--- src/rtl/chimp_pkg.sv ---
// Shared types and constants for the chimp-test board loader: FSM states, grid
// geometry, LFSR shape and the press-number bus width.
package chimp_pkg;

  typedef enum logic [2:0] {
    ST_IDLE  = 3'd0,
    ST_CLEAR = 3'd1,
    ST_PICK  = 3'd2,
    ST_PLACE = 3'd3,
    ST_DRAW  = 3'd4,
    ST_DONE  = 3'd5
  } state_t;

  localparam int C_GRID_W    = 8;
  localparam int C_GRID_H    = 4;
  localparam int C_CELLS     = C_GRID_W * C_GRID_H;
  localparam int C_MAX_LEVEL = 31;
  localparam int CELL_W      = 5;
  localparam int PROBE_W     = 6;

  localparam int              LFSR_W      = 16;
  // Taps 16,14,13,11 expressed as bit positions 15,13,12,10.
  localparam logic [LFSR_W-1:0] LFSR_TAPS   = 16'hB400;
  localparam logic [LFSR_W-1:0] C_LFSR_SEED = 16'hACE1;

  function automatic logic [LFSR_W-1:0] lfsr_next(input logic [LFSR_W-1:0] v);
    return {v[LFSR_W-2:0], ^(v & LFSR_TAPS)};
  endfunction

endpackage

--- src/rtl/chimp_lfsr16.sv ---
// 16-bit Fibonacci LFSR that advances one step per cycle while iStep is high.
module chimp_lfsr16
  import chimp_pkg::*;
#(
  parameter logic [LFSR_W-1:0] SEED = C_LFSR_SEED
) (
  input  logic              clk,
  input  logic              iResetn,
  input  logic              iStep,
  output logic [LFSR_W-1:0] oValue
);

  always_ff @(posedge clk or negedge iResetn) begin
    if (!iResetn) begin
      oValue <= SEED;
    end else if (iStep) begin
      oValue <= lfsr_next(oValue);
    end
  end

endmodule

--- src/rtl/chimp_board_loader.sv ---
// Builds a chimp-test board: clears the cell->number table, places L tiles on
// random free cells and hands each to the renderer. Optional CHIMP_LFSR_FREERUN_EN.
module chimp_board_loader
  import chimp_pkg::*;
#(
  parameter int                GRID_W    = C_GRID_W,
  parameter int                GRID_H    = C_GRID_H,
  parameter int                MAX_LEVEL = C_MAX_LEVEL,
  parameter logic [LFSR_W-1:0] LFSR_SEED = C_LFSR_SEED
) (
  input  logic               clk,
  input  logic               iResetn,
  input  logic               iStart,
  input  logic [CELL_W-1:0]  iLevel,
  input  logic               iClear,
  output logic               oBusy,
  output logic               oDone,
  output logic               oDrawReq,
  input  logic               iDrawAck,
  output logic [CELL_W-1:0]  oDrawCell,
  output logic [CELL_W-1:0]  oDrawNum,
  input  logic [CELL_W-1:0]  iProbeCell,
  output logic [PROBE_W-1:0] oProbeNum,
  output state_t             dbg_state
);

  // Cell indices wrap naturally at CELL_W bits, so CELLS must be 2**CELL_W.
  localparam int CELLS = GRID_W * GRID_H;

  state_t            state, state_nxt;
  logic [CELL_W-1:0] tbl [CELLS];
  logic [CELL_W-1:0] level, level_clamped, k, cand, clr_idx;
  logic              build;
  logic [LFSR_W-1:0] lfsr;
  logic              lfsr_step;
  logic              latch_start, latch_clear, clr_en, pick_entry, probe_adv;
  logic              place_en, ack_fire, k_inc;

  always_comb begin
    level_clamped = iLevel;
    if (iLevel == '0) begin
      level_clamped = CELL_W'(1);
    end else if (int'(iLevel) > MAX_LEVEL) begin
      level_clamped = CELL_W'(MAX_LEVEL);
    end
  end

  always_ff @(posedge clk or negedge iResetn) begin
    if (!iResetn) begin
      state <= ST_IDLE;
    end else begin
      state <= state_nxt;
    end
  end

  // Draw handshake: oDrawReq/oDrawCell/oDrawNum stay stable until a cycle in
  // which oDrawReq and iDrawAck are both high; that cycle transfers the tile.
  always_comb begin
    state_nxt   = state;
    latch_start = 1'b0;
    latch_clear = 1'b0;
    clr_en      = 1'b0;
    pick_entry  = 1'b0;
    probe_adv   = 1'b0;
    place_en    = 1'b0;
    ack_fire    = 1'b0;
    k_inc       = 1'b0;
    unique case (state)
      ST_IDLE: begin
        if (iClear) begin
          latch_clear = 1'b1;
          state_nxt   = ST_CLEAR;
        end else if (iStart) begin
          latch_start = 1'b1;
          state_nxt   = ST_CLEAR;
        end
      end
      ST_CLEAR: begin
        clr_en = 1'b1;
        if (clr_idx == CELL_W'(CELLS - 1)) begin
          if (build) begin
            pick_entry = 1'b1;
            state_nxt  = ST_PICK;
          end else begin
            state_nxt = ST_DONE;
          end
        end
      end
      ST_PICK: begin
        if (tbl[cand] == '0) begin
          state_nxt = ST_PLACE;
        end else begin
          probe_adv = 1'b1;
        end
      end
      ST_PLACE: begin
        place_en  = 1'b1;
        state_nxt = ST_DRAW;
      end
      ST_DRAW: begin
        if (iDrawAck) begin
          ack_fire = 1'b1;
          if (k == level) begin
            state_nxt = ST_DONE;
          end else begin
            k_inc      = 1'b1;
            pick_entry = 1'b1;
            state_nxt  = ST_PICK;
          end
        end
      end
      ST_DONE:  state_nxt = ST_IDLE;
      default:  state_nxt = ST_IDLE;
    endcase
  end

  always_ff @(posedge clk or negedge iResetn) begin
    if (!iResetn) begin
      level     <= '0;
      k         <= '0;
      cand      <= '0;
      clr_idx   <= '0;
      build     <= 1'b0;
      oDrawReq  <= 1'b0;
      oDrawCell <= '0;
      oDrawNum  <= '0;
    end else begin
      if (latch_clear) begin
        build   <= 1'b0;
        clr_idx <= '0;
      end
      if (latch_start) begin
        build   <= 1'b1;
        clr_idx <= '0;
        level   <= level_clamped;
        k       <= CELL_W'(1);
      end
      if (clr_en)     clr_idx <= clr_idx + CELL_W'(1);
      // The candidate takes the LFSR value present on entry; the LFSR steps in the same cycle.
      if (pick_entry) cand <= lfsr[CELL_W-1:0];
      if (probe_adv)  cand <= cand + CELL_W'(1);
      if (place_en) begin
        oDrawReq  <= 1'b1;
        oDrawCell <= cand;
        oDrawNum  <= k;
      end
      if (ack_fire) oDrawReq <= 1'b0;
      if (k_inc)    k <= k + CELL_W'(1);
    end
  end

  always_ff @(posedge clk or negedge iResetn) begin
    if (!iResetn) begin
      for (int i = 0; i < CELLS; i++) tbl[i] <= '0;
    end else if (clr_en) begin
      tbl[clr_idx] <= '0;
    end else if (place_en) begin
      tbl[cand] <= k;
    end
  end

`ifdef CHIMP_LFSR_FREERUN_EN
  // Idle stepping makes the layout depend on when the player starts the round.
  assign lfsr_step = pick_entry | (state == ST_IDLE);
`else
  assign lfsr_step = pick_entry;
`endif

  chimp_lfsr16 #(.SEED(LFSR_SEED)) u_lfsr (
    .clk     (clk),
    .iResetn (iResetn),
    .iStep   (lfsr_step),
    .oValue  (lfsr)
  );

  assign oBusy     = (state != ST_IDLE);
  assign oDone     = (state == ST_DONE);
  assign oProbeNum = PROBE_W'(tbl[iProbeCell]);
  assign dbg_state = state;

endmodule

--- config.mk ---
export PLATFORM = sky130hd
export DESIGN_NAME = chimp_board_loader
export DESIGN_NICKNAME = d
export VERILOG_FILES = /design/src/rtl/chimp_pkg.sv /design/src/rtl/chimp_lfsr16.sv /design/src/rtl/chimp_board_loader.sv
export SDC_FILE = /design/constraint.sdc
export NUM_CORES = 1
export LEC_CHECK = 0
export BUFFER_PORTS_ARGS = -buffer_cell sky130_fd_sc_hd__buf_2
export CAP_MARGIN = 20
export CORE_ASPECT_RATIO = 1.75
export CORE_MARGIN = 2
export CORE_UTILIZATION = 60
export CTS_BUF_LIST = sky130_fd_sc_hd__clkbuf_2
export DETAILED_ROUTE_END_ITERATION = 12
export PLACE_DENSITY_LB_ADDON = 0.12
export SLEW_MARGIN = 20
export SYNTH_ARGS = -nofsm -noshare
export SYNTH_HDL_FRONTEND = slang
export SYNTH_SLANG_ARGS = --single-unit
--- constraint.sdc ---
create_clock -name clk -period 3.45 [get_ports clk]
set_input_delay 0.1725 -clock clk [delete_from_list [all_inputs] [get_ports clk]]
set_output_delay 0.1725 -clock clk [all_outputs]
set_load 0.01 [all_outputs]
[After elaboration in Yosys (flattened, before gate mapping)]
Index checks and enable logic that the tools add are counted.
Word-level totals
  bits of input ports: 15
  output and inout bits: 22
  register bits after elaboration: 211
Operators by class
  bitwise logic cells: 5
  magnitude comparators: 5
  $add $sub $neg: 3
  reductions and logical operators: 14
  eq/ne operators: 11
  muxes and demuxes: 50
Operator list (count)
  $mux W160: 2
  $and A160 B160 Y160: 1
  $bwmux W160: 1
  $not A160 Y160: 1
  $mux W5: 14
  $bmux W5 S5: 2
  $demux W5 S5: 2
  $mux W3: 7
  $mux W1: 20
  $ge A6 B6 Y1 const B: 3
  $not A5 Y6: 3
  $reduce_xor A16 Y1: 1
  $add A5 B1 Y5 const B: 3
  $pmux W3 S5: 1
  $lt A6 B1 Y1 const B: 2
  $logic_not A5 Y1: 2
  $reduce_bool A2 Y1: 5
  $eq A3 B2 Y1 const B: 2
  $eq A3 B3 Y1 const B: 2
  $ne A2 B2 Y1 const B: 3
  $reduce_bool A3 Y1: 2
  $eq A5 B5 Y1: 1
  $eq A5 B5 Y1 const B: 1
  $reduce_and A4 Y1: 1
  5 further kinds: 6

[Longest topological paths before layout]
Gate-level depths: netlist of run 1.
  word-level depth: 8
  mapped depth: 11

[By module]
Synthesis of run 1 repeated with hierarchy kept, for this count alone.
Unflattened totals
  cell total of the unflattened synthesis: 890
  area total of the unflattened synthesis: 10795.4 sq um
Modules (own cells, without submodules)
  chimp_board_loader: instances 1, area each 10119.7 sq um, cells an instance 852
  chimp_lfsr16: instances 1, area each 675.6 sq um, cells an instance 38

[Worst setup path before layout of run 1]
No wires, ideal clock.
  kind: reg-to-reg
  from: register cand[0]
  to: register cand[4]
  data required time: 3326 ps
  arrival time: 3068 ps
  setup time: 124 ps
  path buffers: 0
  slack: 258 ps
  cell stages (with the launch flop): 9
  cell sequence: dfrtp_1 -> mux4_2 -> o21bai_1 -> a21o_1 -> a2111o_1 -> or4_4 -> o31ai_4 -> mux2_2 -> a211o_1
On the way
  cells in the longest elaborated chain, start to end: 8
  elaborated cells between the ends (all ways): 10
RTL lines
  start: declaration: line chimp_board_loader.sv:32  | logic [CELL_W-1:0] level, level_clamped, k, cand, clr_idx;
  start signal: assignment: line chimp_board_loader.sv:140  | if (pick_entry) cand <= lfsr[CELL_W-1:0];
  start signal: assignment: line chimp_board_loader.sv:141  | if (probe_adv) cand <= cand + CELL_W'(1);
  $not A5 Y6 (not written as such): line chimp_board_loader.sv:90  | if (tbl[cand] == '0) begin
  $bmux W5 S5: line chimp_board_loader.sv:90
  $mux W5 (not written as such) (2 in series): line chimp_board_loader.sv:90
  $logic_not A5 Y1: line chimp_board_loader.sv:90
  $mux W1: line chimp_board_loader.sv:90
  $mux W1: line chimp_board_loader.sv:68  | unique case (state)
  $mux W5 / $reduce_bool A2 Y1 (equally long branches)
Parallel ways exist; a longest one is shown, timed or not. The select of a mux whose other input is x is not followed.
A chain may end at the register's enable or synchronous reset.

[Final worst setup path of run 1]
Ends and elaborated chain as after synthesis.

==> results.md, run 1 <==
* Flop pwr share at 0.432
* Largest net degree at the start of global routing at between 60 and 70
* Post-synth EDFFs at 0
* Fmax at 310 MHz
* Fin crit share at 0.934
* Critical path startpoint category: register
* Kind of critical path: reg2reg
* Fillers at between 1000 and 1500
* Vias in the first global route at around 9100
* Final setup fails at 0
* Lkg Pwr at 5.49 nW
* Hold Violations, Final at 0
* Max-slew violations at 0
* Clk pwr share at 0.258
* Post-Route WL at between 30000 and 40000 um
* CP arrival at 3.91 ns
* Sw frac at 0.383
* Ys Warns at 0
* Die area at 19100 um^2
* Mapped Cells at 896
* Clock Tree Root: clkbuf_2
* Initial antenna violation count at 1
* Clock tree buffer depth at 3
* Routability Congestion at between 0.9 and 1
* Area contributors post-synth: dfrtp_1 (47%), a22o_1 (13%), mux4_2 (11%), a21oi_1 (2.5%), nand2_1 (2.3%)
* P_int at 4.16 mW
* Synth-to-layout area growth at 9.71%
* Syn avg cell area at roughly 12 um^2
* Yosys cell types at 67
* Status: finished clean
* Relative slew margins at 0.423
* Post-route cell area at about 12000 um^2
* Sequential share of the synthesized area at 0.492
* Share of the synthesized area in the top cell type at 0.472
* Placed inst area at 11100 um^2
* Total negative slack at 0 ns
* RSZ-0062 raised after global routing: no
* First-pass GRT wire length at about 51000 um
* Slowest stage delay, CP at about 0.45 ns
* Flops & latches, synth at about 210
* Die X at 105 um
* Detail Placement HPWL at between 20000 and 25000 um
* Antenna viol nets, final at 0
* Hold crit path type: in2reg
* Boundary pin count at 37
* Crit path top cell by count: a211oi_1
* Area leader, netlist: dfrtp_1
* Crit end category: register
* Top_reg_cell synth: dfrtp_1
* Grt total ovfl at 0
* Clock Pin Slew Worst Setup and Hold Paths at between 0.1 and 0.15 ns
* Number of vias per cell at ~7.0
* Syn Nets at between 900 and 1000
* 1st-iter DRT viols at between 700 and 800
* CP max stage cell: dfrtp_2
* Worst-Skew Late Latency at 0.83 ns
* Starting density of the core at 0.613
* Core Footprint at ~18000 um^2
* Final nets at 992
* Layout cell share with drive strength beyond 1 at 0.236
* Drt first pass iters at 7
* Wire per inst at roughly 26 um
* Most instantiated cells after synthesis: dfrtp_1 (203), a22o_1 (162), nand2_1 (65)
* Tmin final at about 3.2 ns
* Post-Synthesis Cell Area at 10800 um^2
* TritonCTS clock tree: done
* Crit-path leading delay family: compound AO/OA/AOI/OAI gates
* Switching power at roughly 2.6 mW
* Post-synth ARST share at 1.00
* Worst path required time at between 4 and 5 ns
* Detailed-route via count at roughly 8700
* Clock Sinks at ~210
* Total GRT Usage at 0.354
* Post-CTS Setup Inserts at 0
* CP cell instances: buf_12 > buf_4 > nor4_1 > a211oi_1 > a21o_1 > a211oi_1 > o221ai_1 > o31ai_4 > mux2_2 > a211o_1
* Residual DRC at 0
* Most used standard cell by instance count after synthesis: dfrtp_1
* CTS buffer count at between 40 and 50
* Worst slew pin tran at roughly 0.86 ns
* Worst Path Buf+Inv at 2
* Setup Skew at 0.0446 ns
* Rows at 64
* Critical path peak fanout at 42
* Total power at between 6 and 7 mW
* Max VDD drop at around 0.49 mV
* # H-tree levels at 2
* Pwr dens at 571 nW/um^2
* Logic pwr share at 0.310
* Fin util at 0.673
* IO Port Bufs at 35
* Max Cap Viol at 0
* Die Ht at between 150 and 200 um
-- cell type report --
| type | instances | area (um^2) | share of cell area |
|---|---|---|---|
| timing repair buffer | 85 | 657 | 0.0557 |
| multi-input combinational | 611 | 5040 | 0.427 |
| inverter | 9 | 33.8 | 0.00286 |
| clock buffer | 73 | 365 | 0.0310 |
| tap | 231 | 289 | 0.0245 |
| antenna | 1 | 2.50 | 0.000212 |
| clock inverter | 18 | 121 | 0.0103 |
| sequential | 211 | 5290 | 0.448 |
-- state kept, by name (all words and copies together), names as in the netlist --
| register | flops |
|---|---|
| oDrawCell | 5 |
| tbl | 160 |
| clr_idx | 5 |
| u_lfsr.oValue | 16 |
| cand | 5 |
| oDrawNum | 5 |
| dbg_state | 3 |
| oDrawReq | 1 |
| k | 5 |
| build | 1 |
| level | 5 |
-- metrics by stage --
stage          hold WS (ns)  setup WS (ns)  instances
2_1_floorplan        -0.123          0.258        896
3_3_place_gp          0.257          0.364       1125
3_5_place_dp          0.266          0.307       1125
4_1_cts              0.0753          0.282       1238
5_1_grt               0.130          0.107       1239
6_report              0.152          0.229       1239
-- kinds of logic after synthesis --
family	count (synthesis)	synth area share
compound gates	282	0.201
xor+xnor	11	0.00896
fa+ha+maj	10	0.0116
buf+inv	74	0.0396
flops	211	0.492
mux	89	0.150
other cells	1	0.000349
simple gates	218	0.0974
-- timing repair --
action / CTS / global route
hold buffers: 22 / 0
endpoints found under the hold margin: 115 / 0
gates resized for setup: 0 / 0
-- tightest hold or removal path, delay by kind of cell --
kind | cells | cell delay, ns
compound gates | 1 | 0.09
buf+inv | 2 | 0.64
-- per-layer routing --
metal  track usage  vias up  wire (um)
li1              -     3630          -
met1         0.402     4343      11100
met3        0.0736      178       2420
met5             0        -          0
met4         0.280        0       2940
met2         0.574      547      16300
-- cells in the final DEF, fill, tap and decap left out, types with 6 or more instances in the layout --
master         instances
dfrtp_1              202
dfstp_2                8
ha_1                  10
nand3_1               12
o22ai_1                8
clkinv_1              14
nor2_1                63
clkbuf_2              73
mux2_2                20
buf_4                 26
and2_1                 8
o21ai_0               21
a21oi_1               54
buf_2                 34
nor4_1                 7
mux2i_1               14
inv_1                  8
nor3_1                26
a211oi_1               7
xor2_1                 6
a22o_1               162
dlygate4sd3_1         21
nand2_1               65
mux4_2                54
-- power groups by stage --
stage / Combinational (mW) / Clock, mW / Sequential [mW]
floorplan: 1.51 / 0 / 2.87
global placement: 1.92 / 0 / 2.94
global route: 2.24 / 1.91 / 2.94
finish: 2.09 / 1.74 / 2.91
CTS: 2.05 / 1.78 / 2.91
detailed placement: 1.97 / 0 / 2.95
-- worst paths after layout --
path / from / endpoint / slack [ns] / cells past startpoint
min in group asynchronous: iResetn / tbl[71] / 0.35 / 3
max in group asynchronous: iResetn / tbl[114] / 2.31 / 4
setup reg to reg: cand[0] / cand[4] / 0.23 / 10
hold / removal: iDrawAck / dbg_state[2] / 0.15 / 3
setup / recovery: cand[0] / cand[4] / 0.23 / 10
hold reg to reg: oDrawCell[4] / oDrawCell[4] / 0.49 / 2
(Power assumes the default switching activity.)
==> run 2, diff against run 1 <==
--- a/config.mk
+++ b/config.mk
@@ -13,5 +13,5 @@
 export CTS_BUF_LIST = sky130_fd_sc_hd__clkbuf_2
 export DETAILED_ROUTE_END_ITERATION = 12
-export PLACE_DENSITY_LB_ADDON = 0.12
+export PLACE_DENSITY_LB_ADDON = 0.15
 export SLEW_MARGIN = 20
 export SYNTH_ARGS = -nofsm -noshare
==> constraint.sdc (replaced) <==
create_clock -name clk -period 3.45 [get_ports clk]
set_input_delay 0.1725 -clock clk [delete_from_list [all_inputs] [get_ports clk]]
set_output_delay 0.1725 -clock clk [all_outputs]
set_load 0.05 [all_outputs]
==> results.md, run 2 (same netlist as run 1, synthesis figures left out) <==
* Placed inst area at ~11000 um^2
* Post-Route WL at approximately 32000 um
* Kind of critical path: reg2reg
* Clock tree buffer depth at 3
* 1st-iter DRT viols at 860
* CTS buffer count at 48
* Max Cap Viol at 0
* Clock Sinks at roughly 210
* Pwr dens at about 580 nW/um^2
* Max VDD drop at roughly 0.67 mV
* Crit end category: register
* Fillers at 1372
* Hold Violations, Final at 0
* Post-CTS sizing at 0
* Fmax at ~310 MHz
* Grt total ovfl at 0
* Max reg flops at 160
* Core Footprint at 17500 um^2
* Fin cells at 1231
* Clock Tree Root: clkbuf_2
* Largest net degree at the start of global routing at approximately 100
* # hold bufs at CTS at 20
* Setup Skew at ~0.072 ns
* TritonCTS clock tree: done
* Detail Placement HPWL at about 21000 um
* Die Ht at around 180 um
* Total power at between 6 and 7 mW
* Max-slew violations at 0
* CP arrival at a little under 4 ns
* Drt first pass iters at 8
* Commonest non-fill, non-tap cells in the layout: dfrtp_1 (202), a22o_1 (162), clkbuf_2 (67), nand2_1 (65), nor2_1 (63)
* Final nets at 985
* Wire per inst at roughly 26 um
* Placed insts at ~1100
* Relative slew margins at 0.163
* Synth-to-layout area growth at 8.69%
* Worst slew pin tran at around 1.2 ns
* Fin util at 0.667
* Clock Pin Slew Worst Setup and Hold Paths at approximately 0.14 ns
* Critical path startpoint category: register
* Worst-Skew Late Latency at between 0.8 and 0.9 ns
* Initial antenna violation count at 1
* Largest regs: tbl (160), u_lfsr.oValue (16)
* Status: finished clean
* Layout cell share with drive strength beyond 1 at 0.236
* Final setup fails at 0
* Rows at between 60 and 70
* Total negative slack at 0 ns
* Residual DRC at 0
* Worst path required time at about 4.1 ns
* Die X at between 100 and 150 um
* First-pass GRT wire length at around 50000 um
* Lkg Pwr at between 5 and 6 nW
* Reg2reg start: cand[4]
* Hold crit path type: in2async
* Post-route cell area at ~12000 um^2
* Number of vias per cell at around 7
* Boundary pin count at 37
* Antenna viol nets, final at 0
* Vias in the first global route at approximately 9000
* Die area at roughly 19000 um^2
* Starting density of the core at 0.613
* Largest register by flop count: tbl
* Critical path peak fanout at 15
* Post-CTS Setup Inserts at 0
* Fin crit share at 0.946
* Crit path from: cand[4]
* Detailed-route via count at 8678
* Commonest non-fill, non-tap cell in the layout: dfrtp_1
* IO Port Bufs at 35
* Tmin final at 3.26 ns
* # H-tree levels at 2
* Total GRT Usage at 0.348
* RSZ-0062 raised after global routing: no
* Routability Congestion at 1.04
[run 2: cell types whose count changed in the layout (fill, tap and decap cells not counted), sizes merged]
cell / change
buf: -5
bufinv: -2
clkbuf: -6
clkinv: +5
dlygate4sd3: -1
inv: +1
[run 2: worst paths after layout]
path                                    endpoint  cells past startpoint  slack [ns]
worst max-delay path                     cand[2]                      9        0.19
worst max register to register           cand[2]                      9        0.19
min in group clk                    dbg_state[2]                      3        0.17
worst min-delay path                    tbl[120]                      2       0.003
worst min register to register  u_lfsr.oValue[2]                      2        0.48
max in group asynchronous       u_lfsr.oValue[7]                      3        2.40
[run 2: final cells by class]
type / count / area, um^2 / share of cell area
diodes: 1 / 2.50 / 0.000214
clock buffers: 67 / 335 / 0.0287
clock inverters: 22 / 96.3 / 0.00824
inverters: 9 / 33.8 / 0.00289
multi-input cells: 611 / 5040 / 0.431
flip-flops and latches: 211 / 5290 / 0.453
well taps: 231 / 289 / 0.0247
repair buffers: 79 / 602 / 0.0515
[run 2: stage by stage]
stage,hold WS [ns],worst slack (ns)
2_1_floorplan,-0.123,0.258
3_3_place_gp,0.310,0.347
3_5_place_dp,0.328,0.328
4_1_cts,0.00890,0.291
5_1_grt,0.0640,0.159
6_report,0.00317,0.186
[run 2: report_power, final]
group | switching, mW | internal (mW) | total (mW)
Clock | 1.03 | 0.540 | 1.57
Sequential | 0.235 | 2.68 | 2.91
Combinational | 1.50 | 0.782 | 2.29
Total | 2.77 | 4.00 | 6.76
[run 2: critical path, stage by stage, from the launching register on]
cell and delay, ns:
dfrtp_1 0.66, nand3b_2 0.31, a2111oi_0 1.03, a31oi_1 0.08, o311ai_0 0.17, or4_4 0.21
o31ai_4 0.06, buf_4 0.20, mux2i_1 0.12, a211o_1 0.31
[run 2: per-layer routing]
layer,GRT usage,wire length (um),vias up
met1,0.411,11000,4307
met4,0.247,2580,0
met2,0.565,15900,569
met3,0.0660,2600,182
li1,-,-,3620
met5,0,0,-
==> run 3, diff against run 2 <==
Settings changed: CELL_PAD_IN_SITES_DETAIL_PLACEMENT set to 1, CELL_PAD_IN_SITES_GLOBAL_PLACEMENT set to 2, CORE_UTILIZATION 60 to 45.
==> results.md, run 3 (same netlist as run 1, synthesis figures left out) <==
* Lkg Pwr at about 5.5 nW
* Worst slew pin tran at between 0.8 and 0.9 ns
* # H-tree levels at 2
* Fin crit share at 0.954
* Critical path startpoint category: register
* Largest register by flop count: tbl
* Post-Route WL at roughly 37000 um
* Layout cell share with drive strength beyond 1 at 0.233
* Die Ht at about 210 um
* Clock Sinks at around 210
* Initial antenna violation count at 1
* Final nets at between 1000 and 1500
* Clock Pin Slew Worst Setup and Hold Paths at ~0.12 ns
* Worst path required time at 4.21 ns
* TritonCTS clock tree: done
* Max Cap Viol at 0
* Starting density of the core at 0.459
* Boundary pin count at 37
* CP cell instances: buf_12 > mux4_2 > a32oi_1 > o311ai_0 > or4_4 > o31ai_4 > mux2_2 > a211o_1
* Hold crit path type: in2reg
* Critical path peak fanout at 42
* Hold Violations, Final at 0
* Detail Placement HPWL at ~25000 um
* Total GRT Usage at 0.305
* Max VDD drop at roughly 0.46 mV
* Vias in the first global route at between 9000 and 10000
* Fmax at between 300 and 400 MHz
* Clock Tree Root: clkbuf_2
* RSZ-0062 raised after global routing: no
* Tmin final at ~3.3 ns
* Relative slew margins at 0.438
* Residual DRC at 0
* Worst-Skew Late Latency at 0.92 ns
* First-pass GRT wire length at ~57000 um
* Slowest stage delay, CP at 0.58 ns
* Fin util at 0.512
* CP max stage cell: or4_4
* Grt total ovfl at 0
* Commonest non-fill, non-tap cells in the layout: dfrtp_1 (202), a22o_1 (162), clkbuf_2 (72), nand2_1 (65), nor2_1 (63)
* Drt first pass iters at 5
* Total negative slack at 0 ns
* Hold slack at approximately 0.17 ns
* Clock tree buffer depth at 3
* Reg area at roughly 5300 um^2
* CTS buffer count at just over 50
* Largest net degree at the start of global routing at 84
* 1st-iter DRT viols at 638
* Largest regs: tbl (160), u_lfsr.oValue (16)
* Antenna viol nets, final at 0
* Commonest non-fill, non-tap cell in the layout: dfrtp_1
* Wire per inst at roughly 28 um
* Setup Skew at 0.0639 ns
* Final setup fails at 0
* Number of vias per cell at 6.54
* Crit end category: register
* Pwr dens at roughly 580 nW/um^2
* Routability Congestion at just under 0.9
* Rows at 74
* CP arrival at roughly 4 ns
* Max reg flops at 160
* Area used by multi-input combinational logic at ~5000 um^2
* Worst Path Buf+Inv at 1
* Core Footprint at roughly 23000 um^2
* Die X at ~120 um
* Crit-path leading delay family: compound AO/OA/AOI/OAI gates
* IO Port Bufs at 35
* Die area at about 25000 um^2
* Fillers at between 2000 and 2500
* Synth-to-layout area growth at 11.5%
* Detailed-route via count at approximately 8600
* Kind of critical path: reg2reg
* Max-slew violations at 0
* Status: finished clean
-- run 3: report_power, final --
group / internal, mW / switching [mW] / leakage (nW)
combinational: 0.799 / 1.57 / 2.29
sequential: 2.68 / 0.252 / 2.88
clock: 0.639 / 1.07 / 0.349
-- run 3: final cells by class --
type / instances / share of cell area
repair buffers: 93 / 0.0644
flip-flops and latches: 211 / 0.441
well taps: 304 / 0.0317
diodes: 1 / 0.000209
clock inverters: 21 / 0.00898
clock buffers: 72 / 0.0301
multi-input cells: 611 / 0.420
inverters: 9 / 0.00282
-- run 3: final timing paths --
kind                       cells after the start  slack [ns]        startpoint           endpoint
max                                            8        0.16           cand[0]            cand[4]
min                                            5        0.17          iDrawAck           oDrawReq
max reg2reg                                    8        0.16           cand[0]            cand[4]
min reg2reg                                    2        0.48  u_lfsr.oValue[0]   u_lfsr.oValue[0]
max in group asynchronous                      4        2.55           iResetn  u_lfsr.oValue[15]
min in group asynchronous                      4        0.40           iResetn           tbl[132]
-- run 3: layer usage --
layer / global-route usage / part of all wire
met5: 0 / 0
met4: 0.192 / 0.071
met3: 0.0532 / 0.050
met2: 0.546 / 0.53
met1: 0.323 / 0.34
-- run 3: tightest hold or removal path: stages --
cell           delay (ns)
dlygate4sd3_1        0.52
buf_2                0.12
a21oi_1              0.06
nor2_1               0.09
a21oi_1              0.05
-- run 3: what timing repair did --
action,4_1_cts,5_1_grt
hold endpoints to repair,222,0
hold buffers,29,0
buffers inserted,0,0
gates resized for setup,0,0
endpoints found under the setup margin,0,0
-- run 3: per-stage QoR --
| stage | power [mW] | cell area, um^2 | worst slack [ns] | instances |
|---|---|---|---|---|
| 5_1_grt | 7.39 | 12000 | 0.0192 | 1322 |
| 3_3_place_gp | 5.16 | 11200 | 0.259 | 1199 |
| 4_1_cts | 7.05 | 12000 | 0.189 | 1321 |
| 6_report | 7.01 | 12000 | 0.158 | 1322 |
| 3_5_place_dp | 5.23 | 11200 | 0.242 | 1199 |
| 2_1_floorplan | 4.55 | 10800 | 0.258 | 896 |
